$ cat src/rtl/cluster_job_sequencer.sv
// cluster_job_sequencer: steps one compute cluster through a chunked job,
// overlapping ping-pong bank loads with compute, then drains the outputs.
module cluster_job_sequencer #(
    parameter int WR_CYC_NUM  = 4,
    parameter int CU_NUM      = 4,
    parameter int OUT_BUF_NUM = 4,
    parameter int RD_SM_NUM   = 16,
    parameter int CHUNK_W     = 8,
    localparam int WCW = (WR_CYC_NUM > 1) ? $clog2(WR_CYC_NUM) : 1,
    localparam int CUW = (CU_NUM > 1) ? $clog2(CU_NUM) : 1,
    localparam int OBW = (OUT_BUF_NUM > 1) ? $clog2(OUT_BUF_NUM) : 1,
    localparam int SMW = (RD_SM_NUM > 1) ? $clog2(RD_SM_NUM) : 1
) (
    input  logic               clk_i,
    input  logic               rst_i,
    input  logic               cmd_valid_i,
    output logic               cmd_ready_o,
    input  logic [CHUNK_W-1:0] cmd_chunk_num_i,
    input  logic [OBW-1:0]     cmd_acc_buf_i,
    input  logic [SMW-1:0]     cmd_sm_last_i,
    input  logic               in_valid_i,
    output logic               in_ready_o,
    output logic               ifm_wr_valid_o,
    output logic [WCW-1:0]     ifm_wr_count_o,
    output logic               ifm_wr_sel_o,
    output logic               ifm_rd_sel_o,
    output logic               filter_wr_valid_o,
    output logic [WCW-1:0]     filter_wr_count_o,
    output logic               filter_wr_sel_o,
    output logic               filter_rd_sel_o,
    output logic [OBW-1:0]     filter_wr_order_sel_o,
    output logic               run_valid_o,
    output logic               total_chunk_start_o,
    output logic [SMW-1:0]     rd_sparsemap_last_o,
    input  logic               total_chunk_end_i,
    output logic [OBW-1:0]     acc_buf_sel_o,
    output logic [OBW-1:0]     out_buf_sel_o,
    output logic [CUW-1:0]     com_unit_out_buf_sel_o,
    output logic               out_valid_o,
    input  logic               out_ready_i,
    output logic               job_done_o
);

    typedef enum logic [1:0] {
        L_IDLE,
        L_IFM,
        L_FLT
    } ld_state_t;

    typedef enum logic [1:0] {
        C_IDLE,
        C_START,
        C_RUN,
        C_DRAIN
    } cp_state_t;

    localparam logic [WCW-1:0]     BEAT_LAST = WCW'(WR_CYC_NUM - 1);
    localparam logic [CUW-1:0]     CU_LAST   = CUW'(CU_NUM - 1);
    localparam logic [CHUNK_W-1:0] CH_ONE    = CHUNK_W'(1);

    ld_state_t          ld_q, ld_d;
    cp_state_t          cp_q, cp_d;
    logic               job_q, job_d;
    logic               done_q, done_d;
    logic [CHUNK_W-1:0] num_q, num_d;
    logic [OBW-1:0]     acc_q, acc_d;
    logic [SMW-1:0]     sm_q, sm_d;
    logic [WCW-1:0]     beat_q, beat_d;
    logic [CUW-1:0]     cu_q, cu_d;
    logic [CUW-1:0]     drain_q, drain_d;
    logic [CHUNK_W-1:0] loaded_q, loaded_d;
    logic [CHUNK_W-1:0] cdone_q, cdone_d;
    logic               wp_q, wp_d;
    logic               rp_q, rp_d;
    logic [1:0]         full_q, full_d;

    logic accept;
    logic beat;
    logic set_full;
    logic clr_full;
    logic job_end;
    logic last_chunk;

    assign cmd_ready_o = ~job_q & ~rst_i;
    assign accept      = cmd_valid_i & cmd_ready_o;
    assign in_ready_o  = (ld_q == L_IFM) || (ld_q == L_FLT);
    assign beat        = in_valid_i & in_ready_o;
    assign last_chunk  = (cdone_q + CH_ONE) == num_q;

    // Loader: one IFM chunk, then one filter chunk per compute unit.
    always_comb begin
        ld_d     = ld_q;
        beat_d   = beat_q;
        cu_d     = cu_q;
        loaded_d = loaded_q;
        wp_d     = wp_q;
        set_full = 1'b0;
        unique case (ld_q)
            L_IDLE: begin
                if (job_q && (loaded_q < num_q) && !full_q[wp_q]) begin
                    ld_d   = L_IFM;
                    beat_d = '0;
                end
            end
            L_IFM: begin
                if (beat) begin
                    if (beat_q == BEAT_LAST) begin
                        beat_d = '0;
                        cu_d   = '0;
                        ld_d   = L_FLT;
                    end else begin
                        beat_d = beat_q + WCW'(1);
                    end
                end
            end
            L_FLT: begin
                if (beat) begin
                    if (beat_q == BEAT_LAST) begin
                        beat_d = '0;
                        if (cu_q == CU_LAST) begin
                            set_full = 1'b1;
                            wp_d     = ~wp_q;
                            loaded_d = loaded_q + CH_ONE;
                            cu_d     = '0;
                            ld_d     = L_IDLE;
                        end else begin
                            cu_d = cu_q + CUW'(1);
                        end
                    end else begin
                        beat_d = beat_q + WCW'(1);
                    end
                end
            end
            default: ld_d = L_IDLE;
        endcase
        if (accept) begin
            loaded_d = '0;
            wp_d     = 1'b0;
        end
    end

    // Compute: start/run each loaded bank, drain after the final chunk.
    always_comb begin
        cp_d     = cp_q;
        cdone_d  = cdone_q;
        drain_d  = drain_q;
        rp_d     = rp_q;
        clr_full = 1'b0;
        job_end  = 1'b0;
        unique case (cp_q)
            C_IDLE: begin
                if (job_q && full_q[rp_q]) begin
                    cp_d = C_START;
                end
            end
            C_START: cp_d = C_RUN;
            C_RUN: begin
                if (total_chunk_end_i) begin
                    clr_full = 1'b1;
                    rp_d     = ~rp_q;
                    cdone_d  = cdone_q + CH_ONE;
                    drain_d  = '0;
                    cp_d     = last_chunk ? C_DRAIN : C_IDLE;
                end
            end
            C_DRAIN: begin
                if (out_ready_i) begin
                    if (drain_q == CU_LAST) begin
                        job_end = 1'b1;
                        drain_d = '0;
                        cp_d    = C_IDLE;
                    end else begin
                        drain_d = drain_q + CUW'(1);
                    end
                end
            end
            default: cp_d = C_IDLE;
        endcase
        if (accept) begin
            cdone_d = '0;
            rp_d    = 1'b0;
        end
    end

    always_comb begin
        job_d  = job_q;
        done_d = job_end;
        num_d  = num_q;
        acc_d  = acc_q;
        sm_d   = sm_q;
        full_d = full_q;
        if (set_full) begin
            full_d[wp_q] = 1'b1;
        end
        if (clr_full) begin
            full_d[rp_q] = 1'b0;
        end
        if (job_end) begin
            job_d = 1'b0;
        end
        if (accept) begin
            num_d = cmd_chunk_num_i;
            acc_d = cmd_acc_buf_i;
            sm_d  = cmd_sm_last_i;
            if (cmd_chunk_num_i == '0) begin
                done_d = 1'b1;
            end else begin
                job_d = 1'b1;
            end
        end
    end

    always_ff @(posedge clk_i) begin
        if (rst_i) begin
            ld_q     <= L_IDLE;
            cp_q     <= C_IDLE;
            job_q    <= 1'b0;
            done_q   <= 1'b0;
            num_q    <= '0;
            acc_q    <= '0;
            sm_q     <= '0;
            beat_q   <= '0;
            cu_q     <= '0;
            drain_q  <= '0;
            loaded_q <= '0;
            cdone_q  <= '0;
            wp_q     <= 1'b0;
            rp_q     <= 1'b0;
            full_q   <= '0;
        end else begin
            ld_q     <= ld_d;
            cp_q     <= cp_d;
            job_q    <= job_d;
            done_q   <= done_d;
            num_q    <= num_d;
            acc_q    <= acc_d;
            sm_q     <= sm_d;
            beat_q   <= beat_d;
            cu_q     <= cu_d;
            drain_q  <= drain_d;
            loaded_q <= loaded_d;
            cdone_q  <= cdone_d;
            wp_q     <= wp_d;
            rp_q     <= rp_d;
            full_q   <= full_d;
        end
    end

    assign ifm_wr_valid_o    = (ld_q == L_IFM) & in_valid_i;
    assign ifm_wr_count_o    = (ld_q == L_IFM) ? beat_q : '0;
    assign filter_wr_valid_o = (ld_q == L_FLT) & in_valid_i;
    assign filter_wr_count_o = (ld_q == L_FLT) ? beat_q : '0;
    assign filter_wr_order_sel_o = (ld_q == L_FLT) ? OBW'(cu_q) : '0;
    assign ifm_wr_sel_o      = wp_q;
    assign filter_wr_sel_o   = wp_q;
    assign ifm_rd_sel_o      = rp_q;
    assign filter_rd_sel_o   = rp_q;

    assign run_valid_o         = (cp_q == C_START) || (cp_q == C_RUN);
    assign total_chunk_start_o = (cp_q == C_START);
    assign rd_sparsemap_last_o = sm_q;
    assign acc_buf_sel_o       = acc_q;
    assign out_buf_sel_o       = acc_q;
    assign out_valid_o         = (cp_q == C_DRAIN);
    assign com_unit_out_buf_sel_o = (cp_q == C_DRAIN) ? drain_q : '0;
    assign job_done_o          = done_q;

endmodule

$ cat config.mk
export PLATFORM = sky130hd
export DESIGN_NAME = cluster_job_sequencer
export DESIGN_NICKNAME = d
export VERILOG_FILES = /design/src/rtl/cluster_job_sequencer.sv
export SDC_FILE = /design/constraint.sdc
export NUM_CORES = 1
export LEC_CHECK = 0
export BUFFER_PORTS_ARGS = -buffer_cell sky130_fd_sc_hd__buf_2
export CELL_PAD_IN_SITES_DETAIL_PLACEMENT = 2
export CELL_PAD_IN_SITES_GLOBAL_PLACEMENT = 2
export CORE_ASPECT_RATIO = 0.9
export CORE_MARGIN = 3
export CORE_UTILIZATION = 34
export CTS_BUF_LIST = sky130_fd_sc_hd__clkbuf_4
export DETAILED_ROUTE_END_ITERATION = 10
export PLACE_DENSITY_LB_ADDON = 0.1
export SLEW_MARGIN = 20
export SYNTH_ARGS = -nofsm -noshare
export SYNTH_HDL_FRONTEND = slang
export SYNTH_SLANG_ARGS = --single-unit
$ cat constraint.sdc
create_clock -name clk_i -period 1.7 [get_ports clk_i]
set_input_delay 0.425 -clock clk_i [delete_from_list [all_inputs] [get_ports clk_i]]
set_output_delay 0.425 -clock clk_i [all_outputs]
set_load 0.02 [all_outputs]
# Yosys cells after proc, flatten, opt, wreduce, memory -nomap -nowiden
# Index checks and enable logic that the tools add are counted.
# totals
input_bits	20
out_inout_bits	28
elab_cells	135
regBits	46
# op_classes
magnitude_cmp	5
n_addsub	5
mux	55
eq_ne	20
reduce_logical	23
bitwise_logic	12
# ops
operator	count
2-bit 2-to-1 mux	28
1-bit 2-to-1 mux	20
8-bit by 1-bit adder with 8-bit output (second input constant)	2
2-bit != test (second input constant)	8
2-bit equality test (second input constant)	6
2-bit case mux with 2 select lines	3
8-bit equality test	1
8-bit logical NOT	1
8-bit < comparator	1
2-bit case mux with 4 select lines	1
4-bit AND reduction	2
2-bit by 1-bit adder with 2-bit output (second input constant)	3
2-bit by 1-bit != test with 1-bit output (second input constant)	3
2-bit case mux with 3 select lines	1
3-bit AND reduction	2
6-bit AND reduction	1
2-bit nonzero test	3
1-bit bitwise AND	5
1-bit logical AND	5
5-bit AND reduction	1
2-bit by 1-bit equality test with 1-bit output (second input constant)	2
2-bit logical NOT	2
1-bit by 2-bit < comparator with 1-bit output (second input constant)	2
1-bit NOT	4
9 further kinds	13

# Longest topological paths before layout
# logic_depth
word_depth	8
ltp_mapped	8
mapped_depth_nobuf	7

# Worst setup path after synthesis
# Ideal clock, no wire load.
# synth_timing
path_kind	register to register
startpoint	reg ld_q[0]
endpoint	reg loaded_q[4]
setup_ns	0.116
synth_period_minus_slack_ns	1.705
path_slack_ns	-0.005
path_buffers	1
stages_incl_launch_ff	9
t_required_ns	1.584
arrival_ns	1.589
path_cell_list	dfxtp_1 inv_1 ha_1 and2_1 and4_1 buf_2 nand4_1 xor2_1 nor2_1
# synth_between
elab_chain_len	4
word_cells_on_any_way	5
cone_classes	eq/ne (2); bitwise (1); reduce/logical (2)
# synth_rtl
element	line	text
start: declaration	61	ld_state_t ld_q, ld_d;
start signal: assignment	231	ld_q <= ld_d;
2-bit by 1-bit equality test with 1-bit output or 2-bit equality test (tied branches)	86, 98	
1-bit logical OR	86	assign in_ready_o = (ld_q == L_IFM) || (ld_q == L_FLT);
1-bit bitwise AND	87	assign beat = in_valid_i & in_ready_o;
4-bit AND reduction (no source line) *	--	
end signal: assignment	241	loaded_q <= loaded_d;
end: declaration	71	logic [CHUNK_W-1:0] loaded_q, loaded_d;
# Mark *: on every way between the ends. The rest lies on a longest branch, timed or not.
# A chain may end at the register's enable or synchronous reset.

# Worst setup path in the final report
# layout_timing
startpoint	reg ld_q[0]
endpoint	out filter_wr_order_sel_o[0]
# layout_between
elab_chain_len	2
# layout_rtl
element	line	text
2-bit equality test	253	assign filter_wr_order_sel_o = (ld_q == L_FLT) ? OBW'(cu_q) : '0;
2-bit 2-to-1 mux	253	
end: declaration	31	output logic [OBW-1:0] filter_wr_order_sel_o,
# Every way passes these cells.

==> impl_metrics.tcl <==
set metrics [dict create \
    status "complete, but fails checks" \
    violations "setup timing" \
    synthFlopType "dfxtp_1" \
    cp.depth 5 \
    path_buf_inv 3 \
    ctsHoldBuffers 0 \
    htreeDepth 2 \
    dp_hpwl_mm 6.035 \
    grt_usage_pct 19.99 \
    rsz0062_at_grt "yes" \
    min_period_ns 1.792 \
    cts_buffer_depth 2 \
    viasPerCell 5.221 \
    wirelength_mm 8.753 \
    worst_r2r_path_depth 6 \
    fin_skew_ns 0.01213 \
    finalHoldViolCount 0 \
    areaGrowthSynthToFinish_pct 33.00 \
    max_stage_delay_ns 0.39 \
    drt_iter0_drc 112 \
    postRouteAntennaNets 0 \
    syn_area_um2 2643 \
    cp_cell_sequence "inv_4 -> ha_4 -> buf_6 -> and2_4 -> buf_6" \
    drtPass1Iterations 4 \
    startpoint_type "flop" \
    syn_nets 352 \
    reg2reg_slack_ns 0 \
    root_buffer "clkbuf_4" \
    power_frac_clock_pct 18.8 \
    setup_violations 11 \
    gp_congestion 0.7727 \
    crit_type "reg -> out" \
    min_path_type "in -> reg" \
    power_density_nw_per_um2 853.0 \
    cts_inserted_buffers 5 \
    grt_pass1_vias 2733 \
    clock_latency_ns 0.37 \
    pwr-share-comb_pct 40.3 \
    drcViolationCount 0 \
    dp_slack_ns -0.1048 \
    synth_area_per_cell_um2 8.497 \
    clk_pin_slew_worst_paths_ns 0.13 \
    worst_pin_slew_ns 0.5198 \
    reg2reg_from "ld_q[1]$_SDFFE_PP0P_" \
    cpMostUsedCell "buf_6" \
    cts_tree "built" \
    slew_violations 0 \
    min_period_over_period_pct 105.4 \
    max-cap-violations 0 \
    dieHeight_um 89.64 \
    crit-reg2reg-capture "cu_q[0]$_SDFFE_PP0P_" \
    grt_overflow 0 \
    worstPathMaxFanout 6 \
    die_w_um 98.93 \
    n_antenna_cell 0 \
    synth_area_leaders "dfxtp_1 (35%), ha_1 (9.9%), nand2_1 (5.0%), xnor2_1 (4.6%), nor2_1 (4.0%)" \
    crit_start "ld_q[0]$_SDFFE_PP0P_" \
    vias 2485 \
    yosysTopAreaCellShare_pct 34.85 \
    crit_path_end_kind "output port" \
    drive_gt1_share_pct 38.90 \
    antenna_found_initial 0 \
    grt_max_degree 21 \
    final_cell_mix "nand2_1 (35), buf_2 (35), buf_4 (33)" \
    worst_slack_ns -0.09246 \
    cts.sinks 46 \
    dieArea_um2 8868 \
    nets 424 \
    synth_edf_count 0 \
    syn_inst 311 \
    synth_cell_types 49 \
    core_um2 7293 \
    worst_path_max_delay_cell "dfxtp_4" \
    ys_ff_latch 46 \
    slew_headroom_pct 65.03 \
    internal_power_w 0.001944 \
    clock.fmax_mhz 557.9 \
    initial_core_util_pct 36.23 \
    seq_area_frac_synth_pct 34.85 \
    hold-worst-slack_ns 0.2546 \
    p_leak_nw 1.467 \
    swShare_pct 35.15 \
    switchingPower_w 0.001054 \
    crit_family "flip-flops" \
    num_io_pins 48 \
    wl_per_cell_um 18.39 \
    synth_top_cell_by_area "dfxtp_1" \
    io_buffers 47 \
    async_flop_share_pct 0 \
    grt_pass1_wl_mm 14.09 \
    p_seq_share_pct 40.9 \
    cp_data_arrival_time_ns 1.37 \
    ir_drop_mv 0.5329 \
    crit_end "filter_wr_order_sel_o[0]" \
    floorplan.rows 29 \
    crit_required_ns 1.27 \
    ys_warn_count 0 \
]
-- worst reg2reg max path, stage by stage, from the launching register on --
cell and delay (ns):
dfxtp_4 0.42, inv_6 0.06, ha_4 0.31, buf_4 0.13, nand2_1 0.07, or4b_1 0.51
a21oi_1 0.14
-- cells in the mapped netlist (2+ instances only) --
cell and instances:
a211oi_1 2, a21oi_1 11, and2_1 13, and3_1 3, buf_2 6, buf_4 5
clkbuf_1 5, dfxtp_1 46, ha_1 21, inv_1 14, mux2i_1 8, nand2_1 35
nand2b_1 15, nand3_1 11, nand3b_1 2, nand4_1 6, nand4_2 2, nor2_1 28
nor3_1 7, nor4_1 3, o2111ai_1 2, o21ai_0 10, o31ai_1 8, xnor2_1 14
xor2_1 10
-- how the worst min path moves through the flow --
stage / from / end / slack [ns] / depth (start not counted)
6_report: cmd_sm_last_i[0] / rd_sparsemap_last_o[0]$_SDFFE_PP0P_ / 0.25 / 3
4_1_cts: cmd_sm_last_i[0] / rd_sparsemap_last_o[0]$_SDFFE_PP0P_ / 0.24 / 3
3_3_place_gp: rd_sparsemap_last_o[2]$_SDFFE_PP0P_ / rd_sparsemap_last_o[2]$_SDFFE_PP0P_ / 0.46 / 2
2_1_floorplan: drain_q[1]$_SDFFE_PP0P_ / drain_q[1]$_SDFFE_PP0P_ / 0.44 / 2
3_5_place_dp: rd_sparsemap_last_o[1]$_SDFFE_PP0P_ / rd_sparsemap_last_o[1]$_SDFFE_PP0P_ / 0.47 / 2
5_1_grt: cmd_chunk_num_i[7] / num_q[7]$_SDFFE_PP0P_ / 0.23 / 3
-- sequential cells by signal, summed over array words and instances, names as in the netlist --
signal / count
cdone_q: 8
filter_wr_sel_o: 1
job_done_o: 1
loaded_q: 8
drain_q: 2
full_q: 2
filter_rd_sel_o: 1
num_q: 8
rd_sparsemap_last_o: 4
acc_buf_sel_o: 2
cp_q: 2
beat_q: 2
ld_q: 2
job_q: 1
cu_q: 2
-- through the flow --
stage | instance area, µm² | setup TNS (ns) | util (%) | total power [W] | cells
floorplan | 2644 | 0 | - | 0.001776 | 311
global placement | 3100 | 0 | 42.51 | 0.002057 | 460
detailed placement | 3100 | -0.2636 | 42.51 | 0.002084 | 460
CTS | 3422 | -0.6905 | 46.92 | 0.002894 | 474
global route | 3515 | -1.488 | 48.19 | 0.003169 | 476
finish | 3515 | -0.5394 | 48.19 | 0.002998 | 476
-- cell families (layout without fill, tap and decap cells) --
family                     Yosys count  count (layout)  share of synthesized area (%)
and+or+nand+nor                    134             134                          26.28
AOI/OAI and AO/OA                   46              46                          12.12
DFF                                 46              46                          34.85
buffers and inverters               31             103                          5.398
xor gates and xnor gates            24              24                          7.954
adders and majority gates           21              21                          9.943
muxes                                9               9                          3.457
-- cell type report --
cell class / instances / area [µm²]
Fill cell: 797 / 3779
Timing Repair Buffer: 82 / 580.6
Multi-Input combinational cell: 234 / 1758
Sequential cell: 46 / 947.2
Clock buffer: 7 / 52.55
Tap cell: 93 / 116.4
Inverter: 14 / 60.06
-- routing by layer --
layer,routed length (µm),global-route usage [%],vias up
li1,-,-,1205
met1,3935,25.01,1210
met2,4334,35.37,56
met3,316,3.629,14
met4,166,6.203,0
met5,0,0,-
-- power groups by stage --
stage,sequential (W),combinational [W],clock (W)
after floorplan,0.00122,0.000557,0
after global placement,0.00121,0.000844,0
after detailed placement,0.00122,0.000867,0
after CTS,0.00121,0.00110,0.000582
after global routing,0.00124,0.00130,0.000632
final,0.00123,0.00121,0.000565
-- what timing repair did --
action | 4_1_cts | 5_1_grt
gates resized for setup | 62 | 30
pin swaps | 6 | 13
setup endpoints to repair | 26 | 23
hold endpoints to repair | 0 | 0
buffers inserted | 7 | 4
gates cloned | 0 | 0
Note: power is estimated with default switching activity, not from simulation.
